==> src/rtl/sap2_tstate_sequencer.sv <==
// SAP-2 run/halt/single-step controller and one-hot T-state ring generator.
// Adds memory wait-state stalls, a runaway-instruction watchdog and a retired-instruction counter.
module sap2_tstate_sequencer #(
  parameter int NUM_T = 18,
  parameter int CNT_W = 16
) (
  input  logic             iClk,
  input  logic             iRst,
  input  logic             iStart,
  input  logic             iStepMode,
  input  logic             iStep,
  input  logic             iRingReset,
  input  logic             iHLT,
  input  logic             iMemWait,
  output logic [NUM_T-1:0] oTstate,
  output logic             oRunning,
  output logic             oHalted,
  output logic             oInstrDone,
  output logic             oTimeout,
  output logic [CNT_W-1:0] oInstrCount
);

  typedef enum logic [1:0] {
    ST_IDLE,
    ST_RUN,
    ST_PAUSE,
    ST_HALT
  } state_t;

  localparam int TLAST = NUM_T - 1;
  localparam logic [NUM_T-1:0] T0 = {{(NUM_T-1){1'b0}}, 1'b1};

  state_t           r_state,   w_nextState;
  logic [NUM_T-1:0] r_tstate,  w_nextTstate;
  logic [CNT_W-1:0] r_count,   w_nextCount;
  logic             r_done,    w_nextDone;
  logic             r_timeout, w_nextTimeout;
  logic             r_running;
  logic             r_halted;
  logic             w_retire;

  always_comb begin
    w_nextState   = r_state;
    w_nextTstate  = r_tstate;
    w_nextCount   = r_count;
    w_nextDone    = 1'b0;
    w_nextTimeout = r_timeout;
    w_retire      = 1'b0;

    case (r_state)
      ST_IDLE: begin
        w_nextTstate = '0;
        if (iStart) begin
          w_nextState  = ST_RUN;
          w_nextTstate = T0;
        end
      end
      ST_RUN: begin
        // Priority: stall, matrix end-of-instruction, HLT at T3, watchdog, advance.
        if (iMemWait) begin
          w_nextTstate = r_tstate;
        end else if (iRingReset) begin
          w_retire = 1'b1;
        end else if (iHLT && r_tstate[3]) begin
          w_nextState  = ST_HALT;
          w_nextTstate = '0;
          w_nextCount  = r_count + CNT_W'(1);
          w_nextDone   = 1'b1;
        end else if (r_tstate[TLAST]) begin
          w_nextTimeout = 1'b1;
          w_retire      = 1'b1;
        end else begin
          w_nextTstate = r_tstate << 1;
        end
      end
      ST_PAUSE: begin
        w_nextTstate = '0;
        if (iStep || !iStepMode) begin
          w_nextState  = ST_RUN;
          w_nextTstate = T0;
        end
      end
      ST_HALT: begin
        w_nextTstate = '0;
      end
      default: begin
        w_nextState  = ST_IDLE;
        w_nextTstate = '0;
      end
    endcase

    // A retiring instruction either restarts the ring or parks in PAUSE when stepping.
    if (w_retire) begin
      w_nextCount = r_count + CNT_W'(1);
      w_nextDone  = 1'b1;
      if (iStepMode) begin
        w_nextState  = ST_PAUSE;
        w_nextTstate = '0;
      end else begin
        w_nextTstate = T0;
      end
    end
  end

  always_ff @(posedge iClk) begin
    if (iRst) begin
      r_state   <= ST_IDLE;
      r_tstate  <= '0;
      r_count   <= '0;
      r_done    <= 1'b0;
      r_timeout <= 1'b0;
      r_running <= 1'b0;
      r_halted  <= 1'b0;
    end else begin
      r_state   <= w_nextState;
      r_tstate  <= w_nextTstate;
      r_count   <= w_nextCount;
      r_done    <= w_nextDone;
      r_timeout <= w_nextTimeout;
      r_running <= (w_nextState == ST_RUN);
      r_halted  <= (w_nextState == ST_HALT);
    end
  end

  assign oTstate     = r_tstate;
  assign oRunning    = r_running;
  assign oHalted     = r_halted;
  assign oInstrDone  = r_done;
  assign oTimeout    = r_timeout;
  assign oInstrCount = r_count;

endmodule

==> config.mk <==
export PLATFORM = sky130hd
export DESIGN_NAME = sap2_tstate_sequencer
export DESIGN_NICKNAME = d
export VERILOG_FILES = /design/src/rtl/sap2_tstate_sequencer.sv
export SDC_FILE = /design/constraint.sdc
export NUM_CORES = 1
export LEC_CHECK = 0
export CAP_MARGIN = 20
export CORE_AREA = 4 4 68 70
export CTS_CLUSTER_SIZE = 25
export DETAILED_ROUTE_END_ITERATION = 8
export DIE_AREA = 0 0 72 74
export PLACE_DENSITY = 0.77
export SLEW_MARGIN = 20
export SYNTH_ARGS = -nofsm -noshare
export SYNTH_HDL_FRONTEND = slang
export SYNTH_SLANG_ARGS = --single-unit
export TNS_END_PERCENT = 10
==> constraint.sdc <==
create_clock -name iClk -period 1.65 [get_ports iClk]
set_clock_uncertainty 0.2 [all_clocks]
set_input_delay 0.33 -clock iClk [delete_from_list [all_inputs] [get_ports iClk]]
set_output_delay 0.33 -clock iClk [all_outputs]
set_load 0.01 [all_outputs]
Yosys cells after proc, flatten, opt, wreduce, memory -nomap -nowiden
Cells that the tools add are included.

Input port bits: 8. Register bits: 40.

Equality and inequality tests: 10. Reduce and logical (&&, ||, !) cells: 10. Multiplexer cells: 32. Add/subtract/negate cells: 1. Bitwise operators: 3.

Operators with widths (number): two-way mux 18 bit (5); two-way mux 16 bit (5); case mux 18 bit (4 select lines) (1); adder 16 x 1 -> 16 bit (second input constant) (1); two-way mux 2 bit (7); two-way mux 1 bit (13); == test 2 bit (second input constant) (3); != test 3 bit (second input constant) (2); case mux 2 bit (3 select lines) (1); AND reduction 5 bit (1); == test 2 x 1 -> 1 bit (second input constant) (2); != test 2 x 1 -> 1 bit (second input constant) (2); != test 4 bit (second input constant) (1); AND reduction 4 bit (1); nonzero test 2 bit (2); NOT 1 bit (3); AND reduction 3 bit (1); zero test 2 bit (1); AND reduction 2 bit (1); logical AND 1 bit (1); zero test 1 bit (1); logical OR 1 bit (1).

Depth between registers and ports, before layout
Word-level depth: 8. Depth in mapped cells: 5. Gate-level depth less buffers: 4.

Least setup slack after synthesis
Ideal clock, no wire load.

Path kind: flip-flop to flip-flop. From: reg r_tstate[3] (netlist: oTstate[3]). To: reg r_count[12] (netlist: oInstrCount[12]). Buffers on the path: 0. Data arrival time: 1491 ps. Setup time: 71 ps. Slack: -111 ps. Stages on the path, launching flop included: 5. Required time: 1379 ps. Path through: dfxtp_1 a211o_1 nand3_4 or4_1 a21oi_1.

Longest elaborated chain between the ends: 7. Elaborated cells between the ends (all ways): 11.

RTL lines: start: declaration (line 34) `logic [NUM_T-1:0] r_tstate, w_nextTstate;`; start signal: assignment (line 116) `r_tstate <= w_nextTstate;`; logical AND 1 bit * (line 64) `end else if (iHLT && r_tstate[3]) begin`; two-way mux 1 bit (line 64); two-way mux 1 bit (line 62) `end else if (iRingReset) begin`; two-way mux 1 bit (line 60) `if (iMemWait) begin`; two-way mux 1 bit (line 50) `case (r_state)`; != test 2 x 1 -> 1 bit (no source line) or nonzero test 2 bit (tied branches); AND reduction 4 bit (no source line); end signal: assignment (line 117) `r_count <= w_nextCount;`; end: declaration (line 35) `logic [CNT_W-1:0] r_count, w_nextCount;`.

Mark *: on every way between the ends. The rest lies on a longest branch, timed or not. A chain may end at the register's enable or synchronous reset.

Worst setup path in the final report
From: reg r_state[1]. To: reg r_count[12] (netlist: oInstrCount[12]).

Longest elaborated chain between the ends: 4. Elaborated cells between the ends (all ways): 8.

RTL lines: start: declaration (line 33) `state_t r_state, w_nextState;`; start signal: assignment (line 115) `r_state <= w_nextState;`; == test 2 x 1 -> 1 bit * (line 50); two-way mux 1 bit (line 50); != test 2 x 1 -> 1 bit (no source line) or nonzero test 2 bit (tied branches); AND reduction 4 bit (no source line).

Marked as above.

==> metrics.md <==
| Metric | Value |
|---|---|
| Die height | `74 um` |
| Data arrival, critical path | `1.70 ns` |
| Count leader, synth | `dfxtp_1` |
| Syn_nets | `189` |
| Worst slew pin tran | `0.3877 ns` |
| Path type of the worst setup path | `flop to flop` |
| Nets@finish | `269` |
| Post-synth top area share | `0.4874` |
| Reg2Reg Depth | `4` |
| FF+latch count, synth | `40` |
| FP Rows | `23` |
| Starting Density | `0.4137` |
| Synth area leaders | `dfxtp_1, a22oi_1, nor2_1, a21oi_1, xnor2_1` |
| Status | `complete, but fails checks` |
| Post-synth ARST share | `0` |
| Leakage power | `1.125 nW` |
| Inserted Clock Buffers | `5` |
| 1st-iter DRT viols | `127` |
| Clock sinks | `40` |
| Total power | `0.002004 W` |
| First-pass GRT wire length | `7113 um` |
| Relative slew margins | `0.7392` |
| Gr ovfl total | `0` |
| H-tree depth | `2` |
| Final setup vio count | `5` |
| Boundary pin count | `46` |
| Failing checks | `negative setup slack` |
| Pin count of the biggest net entering global routing | `20` |
| Layout filler cell count | `339` |
| Worst Path Required | `1.67 ns` |
| Netlist cell types | `40` |
| Largest buffer count on any clock path | `2` |
| CP max FO | `8` |
| Setup TNS | `-0.07484 ns` |
| Most frequent cells after synthesis | `dfxtp_1, nor2_1, a22oi_1` |
| CTS clk-pin slew, worst paths | `0.08 ns` |
| Hold_ws | `0.2888 ns` |
| Routability cong. | `0.7837` |
| Placed cell count | `301` |
| Final Util | `0.6490` |
| Drt drc | `0` |
| Horiz. Die Dim | `72 um` |
| CTS tree | `done` |
| Vias in the first global route | `1577` |
| Routed Antenna Nets | `0` |
| Die ar. | `5328 um^2` |
| Synth area leader | `dfxtp_1` |
| Drt first pass iters | `4` |
| Layout area overhead | `56.89%` |
| Crit path capture type | `flop` |
| Final Max Tran Viols | `0` |
| Gr usage total | `0.1658` |
| Max-capacitance violation count | `0` |
| Cell Area, Synth | `1643 um^2` |
| Root Buffer | `clkbuf_8` |
| Hold Vio Cnt, Final | `0` |
| Post-Route WL | `4558 um` |
| Final worst path period need | `1.680 ns` |
| CORE AREA | `3971 um^2` |
| Period utilization | `1.018` |
| DP HPWL | `3079 um` |
| Hold Path Class | `flop to flop` |
| Post-synth EDFFs | `0` |
| Seq/Total Area, Yosys | `0.4874` |
| # port buffers | `45` |
| CP startpoint kind | `flop` |
| Wire length per cell | `14.66 um` |
| Worst-Skew Late Latency | `0.29 ns` |
| Post-route insts no fill | `311` |
| Layout cells sized above 1 | `0.2605` |
| Synth Warn # | `0` |
| Peak Freq | `595.4 MHz` |
| Hold Path Depth | `2` |
| VDD IR max | `0.6508 mV` |
| Vias/cell | `5.402` |
| P per Cell Area | `777.4 nW/um^2` |
| Initial antenna violation count | `0` |
| RSZ-0062 raised after global routing | `yes` |
| Antenna Diode Count | `0` |
| Post-route worst setup slack | `-0.02963 ns` |
| Synth Flop Type | `dfxtp_1` |
| Vias post-DR | `1680` |
| Synth Instances | `180` |
| Syn_area_per_cell | `9.127 um^2` |
## layer usage
metal | global-route usage | part of all wire
met1 | 0.2147 | 0.44
met2 | 0.2816 | 0.51
met3 | 0.03649 | 0.045
met4 | 0.04384 | 0.011
met5 | 0 | 0
## cells by family (layout without fill, tap and decap cells)
logic type | count (synthesis) | count (layout) | synth area share
flops | 40 | 40 | 0.4874
mux | 1 | 1 | 0.006093
xor+xnor | 7 | 7 | 0.03732
fa+ha+maj | 1 | 1 | 0.007615
buf+inv | 13 | 94 | 0.03199
compound gates | 47 | 47 | 0.1874
simple gates | 71 | 71 | 0.2422
## where the power goes
part / switching, W / internal (W)
registers: 0.00000805 / 0.000973
clock network: 0.000335 / 0.000534
logic: 0.0000780 / 0.0000759
## state kept, by name, summed over array words and instances (netlist names)
signal / flops
oTimeout: 1
oHalted: 1
oInstrDone: 1
oTstate: 18
oInstrCount: 16
oRunning: 1
r_state: 2
## path summary, 6_finish.rpt
check / start / to / slack (ns)
setup / recovery: r_state[1] / oInstrCount[12] / -0.03
hold / removal: oInstrCount[15] / oInstrCount[15] / 0.29
setup reg to reg: r_state[1] / oInstrCount[12] / -0.03
hold reg to reg: oInstrCount[15] / oInstrCount[15] / 0.29
## layout by cell type (no fill, tap or decap), types with 2 or more instances in the layout
| master | count |
|---|---|
| dfxtp_2 | 7 |
| o21a_1 | 2 |
| nor2_1 | 25 |
| buf_6 | 2 |
| nor2_2 | 3 |
| clkdlybuf4s50_1 | 4 |
| o22ai_1 | 2 |
| dfxtp_1 | 32 |
| o31ai_1 | 3 |
| a22oi_1 | 15 |
| and4_1 | 2 |
| o21ai_0 | 6 |
| dlygate4sd2_1 | 40 |
| nand4_1 | 5 |
| xnor2_1 | 5 |
| nor2b_1 | 3 |
| nor4_2 | 2 |
| and3_1 | 2 |
| inv_1 | 7 |
| or4_1 | 2 |
| nor4_1 | 2 |
| buf_4 | 30 |
| xor2_1 | 2 |
| a21oi_1 | 11 |
| nand2_1 | 6 |
| clkbuf_8 | 7 |
| nand3_1 | 3 |
| or3_1 | 4 |
## timing repair
item	CTS	global route
hold buffers	0	0
gates cloned	0	1
pin swaps	13	4
gates resized for setup	48	15
setup buffers	1	0
endpoints found under the hold margin	0	0
endpoints found under the setup margin	76	31
## critical path: stages, from the launching register on
cell      delay [ns]
dfxtp_2         0.34
and4bb_4        0.33
nand3_4         0.11
or4_4           0.50
a21oi_2         0.14
## final cells by class
class | count | area [um^2] | share of cell area
clock buffers | 7 | 96.34 | 0.03738
clock inverters | 1 | 30.03 | 0.01165
inverters | 7 | 26.28 | 0.01019
repair buffers | 79 | 693.2 | 0.2689
flip-flops and latches | 40 | 813.3 | 0.3155
multi-input cells | 127 | 855.8 | 0.3320
well taps | 50 | 62.56 | 0.02427
## per-stage QoR
step | cell area (um^2) | worst slack [ns]
floorplan | 1658 | -0.01325
global placement | 2397 | -0.4930
detailed placement | 2397 | -0.5562
CTS | 2494 | -0.02525
global route | 2577 | -0.08544
finish | 2577 | -0.02963
(Power assumes the default switching activity.)
==> patch 1, RTL diff (config.mk and constraints unchanged) <==
Change the parameter `NUM_T` from 18 to 9.
--- a/src/rtl/sap2_tstate_sequencer.sv
+++ b/src/rtl/sap2_tstate_sequencer.sv
@@ -1,7 +1,7 @@
 // SAP-2 run/halt/single-step controller and one-hot T-state ring generator.
 // Adds memory wait-state stalls, a runaway-instruction watchdog and a retired-instruction counter.
 module sap2_tstate_sequencer #(
-  parameter int NUM_T = 18,
+  parameter int NUM_T = 9,
   parameter int CNT_W = 16
 ) (
   input  logic             iClk,
Interface: changed (resized oTstate); port bits go from 46 to 37. No check against the original RTL was run, so the function may have changed too.
==> patch 1 against the original RTL <==
  * The run still ends with setup timing left
  * Global-route usage fell by 2.7 points
  * Fmax down 11%
  * Total power down 27%
  * Final area decreased by 17%
  * Setup slack worse by 210 ps
  * Combinational power shrank 16%
  * Routed wire length decreased by 21%
  * Sequential power down 22%
  * Critical path depth is the same
  * Synthesized area fell by 20%
  * Final cell count fell by 11%
  * Sequential cell count shrank 9
  * Hold slack worse by 19 ps
  * Critical endpoint is now oInstrCount[11]
  * Largest cell class unchanged
  * Largest power group unchanged
==> patch 1: results (changes against the original RTL) <==
Parameter                              Value

STA
  Transition time at the pin with the least slew margin ... 313 ps (was 388 ps)
  Setup Total Neg Slack ... -1630 ps (was -74.8 ps)
  Final-report setup violation count ... 11 (was 5)
  Final setup slack of the worst path ... -239 ps (was -29.6 ps)
  Worst slack on hold paths ... 270 ps (was 289 ps)

Final layout
  Post-layout net count ... 236 (was 269)
  Max FFs per register ... 16 (was 18)
  Non-filler instance count after layout ... 278 (was 311)
  Count of filler cells inserted in the layout ... 368 (was 339)
  Share of post-route cells with drive strength above 1 ... 27.2% (was 26.1%)

Yosys
  Yosys cell types ... 35 (was 40)
  Number of instances in the synthesized netlist ... 151 (was 180)
  Net Count, Synth ... 160 (was 189)
  Synth top cells by count ... dfxtp_1, nor2_1, a21oi_1 (was dfxtp_1, nor2_1, a22oi_1)
  Seq/Total Area, Yosys ... 47.0% (was 48.7%)

Setup path
  Critical R2R Launch ... r_state[0] (was r_state[1])
  Reg-to-reg critical path endpoint ... oInstrCount[11] (was oInstrCount[12])
  Arrival time at the worst endpoint ... 1910 ps (was 1700 ps)

Power and ir drop
  Static Leak ... 0.983 nW (was 1.12 nW)
  Power consumed by the clock network ... 570 uW (was 869 uW)
  Int Pwr ... 1.11 mW (was 1.58 mW)
  Worst-case vdd ir drop ... 0.385 mV (was 0.651 mV)
  Sw frac ... 24.2% (was 21.0%)

Place
  Post-placement cell count ... 267 (was 301)
  Total placed instance area ... 1980 um^2 (was 2400 um^2)
  Total half-perimeter wirelength after legalization and detailed placement ... 2.52 mm (was 3.08 mm)
  I/O Buffers ... 36 (was 45)
  Weighted congestion at the end of routability-driven global placement ... 0.756 (was 0.784)
  Worst-case setup slack after placement ... -773 ps (was -556 ps)

Detailed routing
  Starting DRT DRC Count ... 91 (was 127)
  Average vias per placed instance ... 4.93 (was 5.40)
  Average wire length per cell after detail routing ... 12.9 um (was 14.7 um)

Min path
  Hold Crit Endpoint ... oTimeout (was oInstrCount[15])
  Hold_sp ... oTimeout (was oInstrCount[15])

Global route
  Number of global-route vias before repair ... 1,267 (was 1,577)
  Global-route wire length before repair ... 5.71 mm (was 7.11 mm)
  Maximum number of pins on one net before global-route repair ... 13 (was 20)
  All-Layer GR Usage ... 13.9% (was 16.6%)

Clocking
  Maximum count of clock buffers along a single path ... 2 (unchanged)

Status
  Violated checks ... setup timing (unchanged)
  Result of the run ... complete, but fails checks (unchanged)
==> patch 1: final cells by class <==
cell class / count / area [um^2] / area share [%]
clock buffer: 5 / 68.8 / 3.20
clock inverter: 3 / 15.0 / 0.698
inverter: 6 / 22.5 / 1.05
multi-input combinational: 108 / 728 / 33.8
sequential: 31 / 623 / 29.0
tap: 50 / 62.6 / 2.91
timing repair buffer: 75 / 632 / 29.4
==> patch 1: worst max path at each step <==
stage / slack (ps) / cells past startpoint / startpoint / end
2_1_floorplan: -410 / 6 / iMemWait / oInstrCount[11]
3_3_place_gp: -740 / 5 / iMemWait / oInstrCount[13]
3_5_place_dp: -770 / 5 / iMemWait / oInstrCount[11]
4_1_cts: -280 / 4 / r_state[1] / oInstrCount[11]
5_1_grt: -270 / 4 / r_state[0] / oInstrCount[15]
6_report: -240 / 4 / r_state[0] / oInstrCount[11]
==> patch 1: kinds of logic (layout without fill, tap and decap cells) <==
| group | count (synthesis) | in the layout | synth area share (%) |
|---|---|---|---|
| buf+inv | 12 | 89 | 4.07 |
| simple gates | 60 | 60 | 24.0 |
| xor+xnor | 7 | 7 | 4.64 |
| fa+ha+maj | 1 | 1 | 0.948 |
| compound gates | 40 | 40 | 19.3 |
| flops | 31 | 31 | 47.0 |
==> patch 1: repair_timing <==
item,in CTS,in global routing
endpoints found under the setup margin,57,28
buffers inserted,2,1
cloned,0,0
gates resized for setup,41,12
pin swaps,12,5
==> patch 1: worst max-delay path, stage by stage, from the launching register on <==
cell and delay [ps]:
dfxtp_2 330, or3b_1 360, or3_4 390, or4_4 430, a21oi_2 120
==> patch 1: layer usage <==
layer / wire length, um / global-route usage [%] / up-vias
li1: - / - / 702
met5: 0 / 0 / -
met2: 1690 / 21.8 / 32
met1: 1650 / 17.2 / 633
met4: 55 / 5.85 / 0
met3: 193 / 5.41 / 4
==> patch 2, RTL diff (config.mk and constraints unchanged) <==
Made on the original files. Register the input `iStepMode` before use. The logic sees it one clock later. The other inputs are not delayed to match.
--- a/src/rtl/sap2_tstate_sequencer.sv
+++ b/src/rtl/sap2_tstate_sequencer.sv
@@ -29,6 +29,12 @@
 
   localparam int TLAST = NUM_T - 1;
   localparam logic [NUM_T-1:0] T0 = {{(NUM_T-1){1'b0}}, 1'b1};
+
+  logic iStepMode_q;
+
+  always_ff @(posedge iClk) begin
+    iStepMode_q <= iStepMode;
+  end
 
   state_t           r_state,   w_nextState;
   logic [NUM_T-1:0] r_tstate,  w_nextTstate;
@@ -75,7 +81,7 @@
       end
       ST_PAUSE: begin
         w_nextTstate = '0;
-        if (iStep || !iStepMode) begin
+        if (iStep || !iStepMode_q) begin
           w_nextState  = ST_RUN;
           w_nextTstate = T0;
         end
@@ -93,7 +99,7 @@
     if (w_retire) begin
       w_nextCount = r_count + CNT_W'(1);
       w_nextDone  = 1'b1;
-      if (iStepMode) begin
+      if (iStepMode_q) begin
         w_nextState  = ST_PAUSE;
         w_nextTstate = '0;
       end else begin
Check against the original RTL: not equivalent (a bounded check fails within 4 cycles, from zero or initial values and one cycle with iRst high).
==> patch 2 against the original RTL <==
  * The run still ends with setup timing left
  * Count of clock-buffer cells in the layout down 2
  * Final area grew 1.9%
  * Routed wire length fell by 4.0%
  * Sequential cell count grew 1
  * Via count hardly changed
  * Critical path depth stayed put
  * Total power is 6.5% higher
  * Sequential share of layout area grew 0.30 points
  * Synthesized area rose by 1.2%
  * Non-clock buffer count increased by 3
  * Setup slack lost 10 ps
  * Final cell count grew 1.3%
  * Critical endpoint is now oInstrCount[10]
  * Largest cell class unchanged
==> patch 2: results (changes against the original RTL) <==
Parameter                              Value

Status
  Violated checks ... setup timing (unchanged)
  Result of the run ... complete, but fails checks (unchanged)

Global route
  Number of global-route vias before repair ... 1,534 (was 1,577)
  Global-route wire length before repair ... 6.97 mm (was 7.11 mm)
  All-Layer GR Usage ... 16.5% (was 16.6%)

Place
  Total half-perimeter wirelength after legalization and detailed placement ... 2.91 mm (was 3.08 mm)

Power and ir drop
  Power density relative to cell area ... 812 nW/um^2 (was 777 nW/um^2)
  Static Leak ... 1.15 nW (was 1.12 nW)
  Switching power summed over all nets ... 453 uW (was 421 uW)
  Share of total power in the clock network ... 45.9% (was 43.4%)
  Total combinational power ... 149 uW (was 154 uW)
  Worst-case vdd ir drop ... 0.666 mV (was 0.651 mV)

STA
  Final setup slack of the worst path ... -39.8 ps (was -29.6 ps)
  Final-report setup violation count ... 4 (was 5)
  Transition time at the pin with the least slew margin ... 354 ps (was 388 ps)
  Worst slack on hold paths ... 270 ps (was 289 ps)

Yosys
  Synth top cells by count ... dfxtp_1, nor2_1, a22oi_1 (unchanged)
  Seq/Total Area, Yosys ... 49.4% (was 48.7%)
  Cell types occupying the most area after synthesis ... dfxtp_1, a22oi_1, nor2_1 (unchanged)
  Net Count, Synth ... 190 (was 189)

Min path
  Class of the worst hold path ... in2reg (was reg2reg)
  Hold_sp ... iStepMode (was oInstrCount[15])
  Hold Path Stages ... 1 (was 2)
  Hold Crit Endpoint ... iStepMode_q (was oInstrCount[15])

Setup path
  Reg-to-reg critical path endpoint ... oInstrCount[10] (was oInstrCount[12])
  Timing endpoint of the critical path ... oInstrCount[10] (was oInstrCount[12])

Detailed routing
  Starting DRT DRC Count ... 59 (was 127)
  Total routed wirelength ... 4.37 mm (was 4.56 mm)
  Average vias per placed instance ... 5.34 (was 5.40)

Final layout
  Post-layout net count ... 273 (was 269)
  Share of post-route cells with drive strength above 1 ... 26.0% (was 26.1%)
patch 2: cell count changes after synthesis, sizes merged:
cell	change
dfxtp	+1
patch 2: critical path, cell delays in order (launching register included):
cell,delay [ps]
dfxtp_4,350
and4bb_4,330
nand3_4,100
or4_4,530
a21oi_2,130
patch 2: area by class of cell:
cell class / instances / area [um^2]
fillers: 320 / 1340
multi-input cells: 127 / 848
clock buffers: 5 / 68.8
repair buffers: 82 / 716
clock inverters: 3 / 68.8
flip-flops and latches: 41 / 837
well taps: 50 / 62.6
inverters: 7 / 26.3
patch 2: kinds of logic (layout without fill, tap and decap cells):
group / after synthesis / after routing / synth area share (%)
AO/OA/AOI/OAI: 47 / 47 / 18.5
XOR/XNOR: 7 / 7 / 3.69
adder cells (fa/ha/maj): 1 / 1 / 0.752
buffers and inverters: 13 / 97 / 3.16
flip-flops: 41 / 41 / 49.4
multiplexers: 1 / 1 / 0.602
AND/OR/NAND/NOR: 71 / 71 / 23.9
patch 2: metrics by stage:
stage	setup WS, ps	instances	area [um^2]	utilization [%]	setup TNS, ps
2_1_floorplan	-13.3	181	1680	-	-36.9
3_3_place_gp	-495	302	2420	60.9	-14460
3_5_place_dp	-576	302	2420	60.9	-15190
4_1_cts	-28.0	314	2560	64.5	-61.1
5_1_grt	-77.0	315	2630	66.2	-454
6_report	-39.8	315	2630	66.2	-69.5
patch 2: layer usage:
layer  global-route usage (%)  share of wire [%]  vias up
li1                         -                  -      829
met1                     21.3                 46      793
met2                     26.2                 48       51
met3                     4.19                4.9        8
met4                     7.52                1.8        0
met5                        0                  0        -
patch 2: timing repair:
item | in CTS | in global routing
endpoints found under the setup margin | 73 | 30
cloned | 0 | 1
setup buffers | 4 | 0
pin swaps | 11 | 6
gates resized for setup | 52 | 11
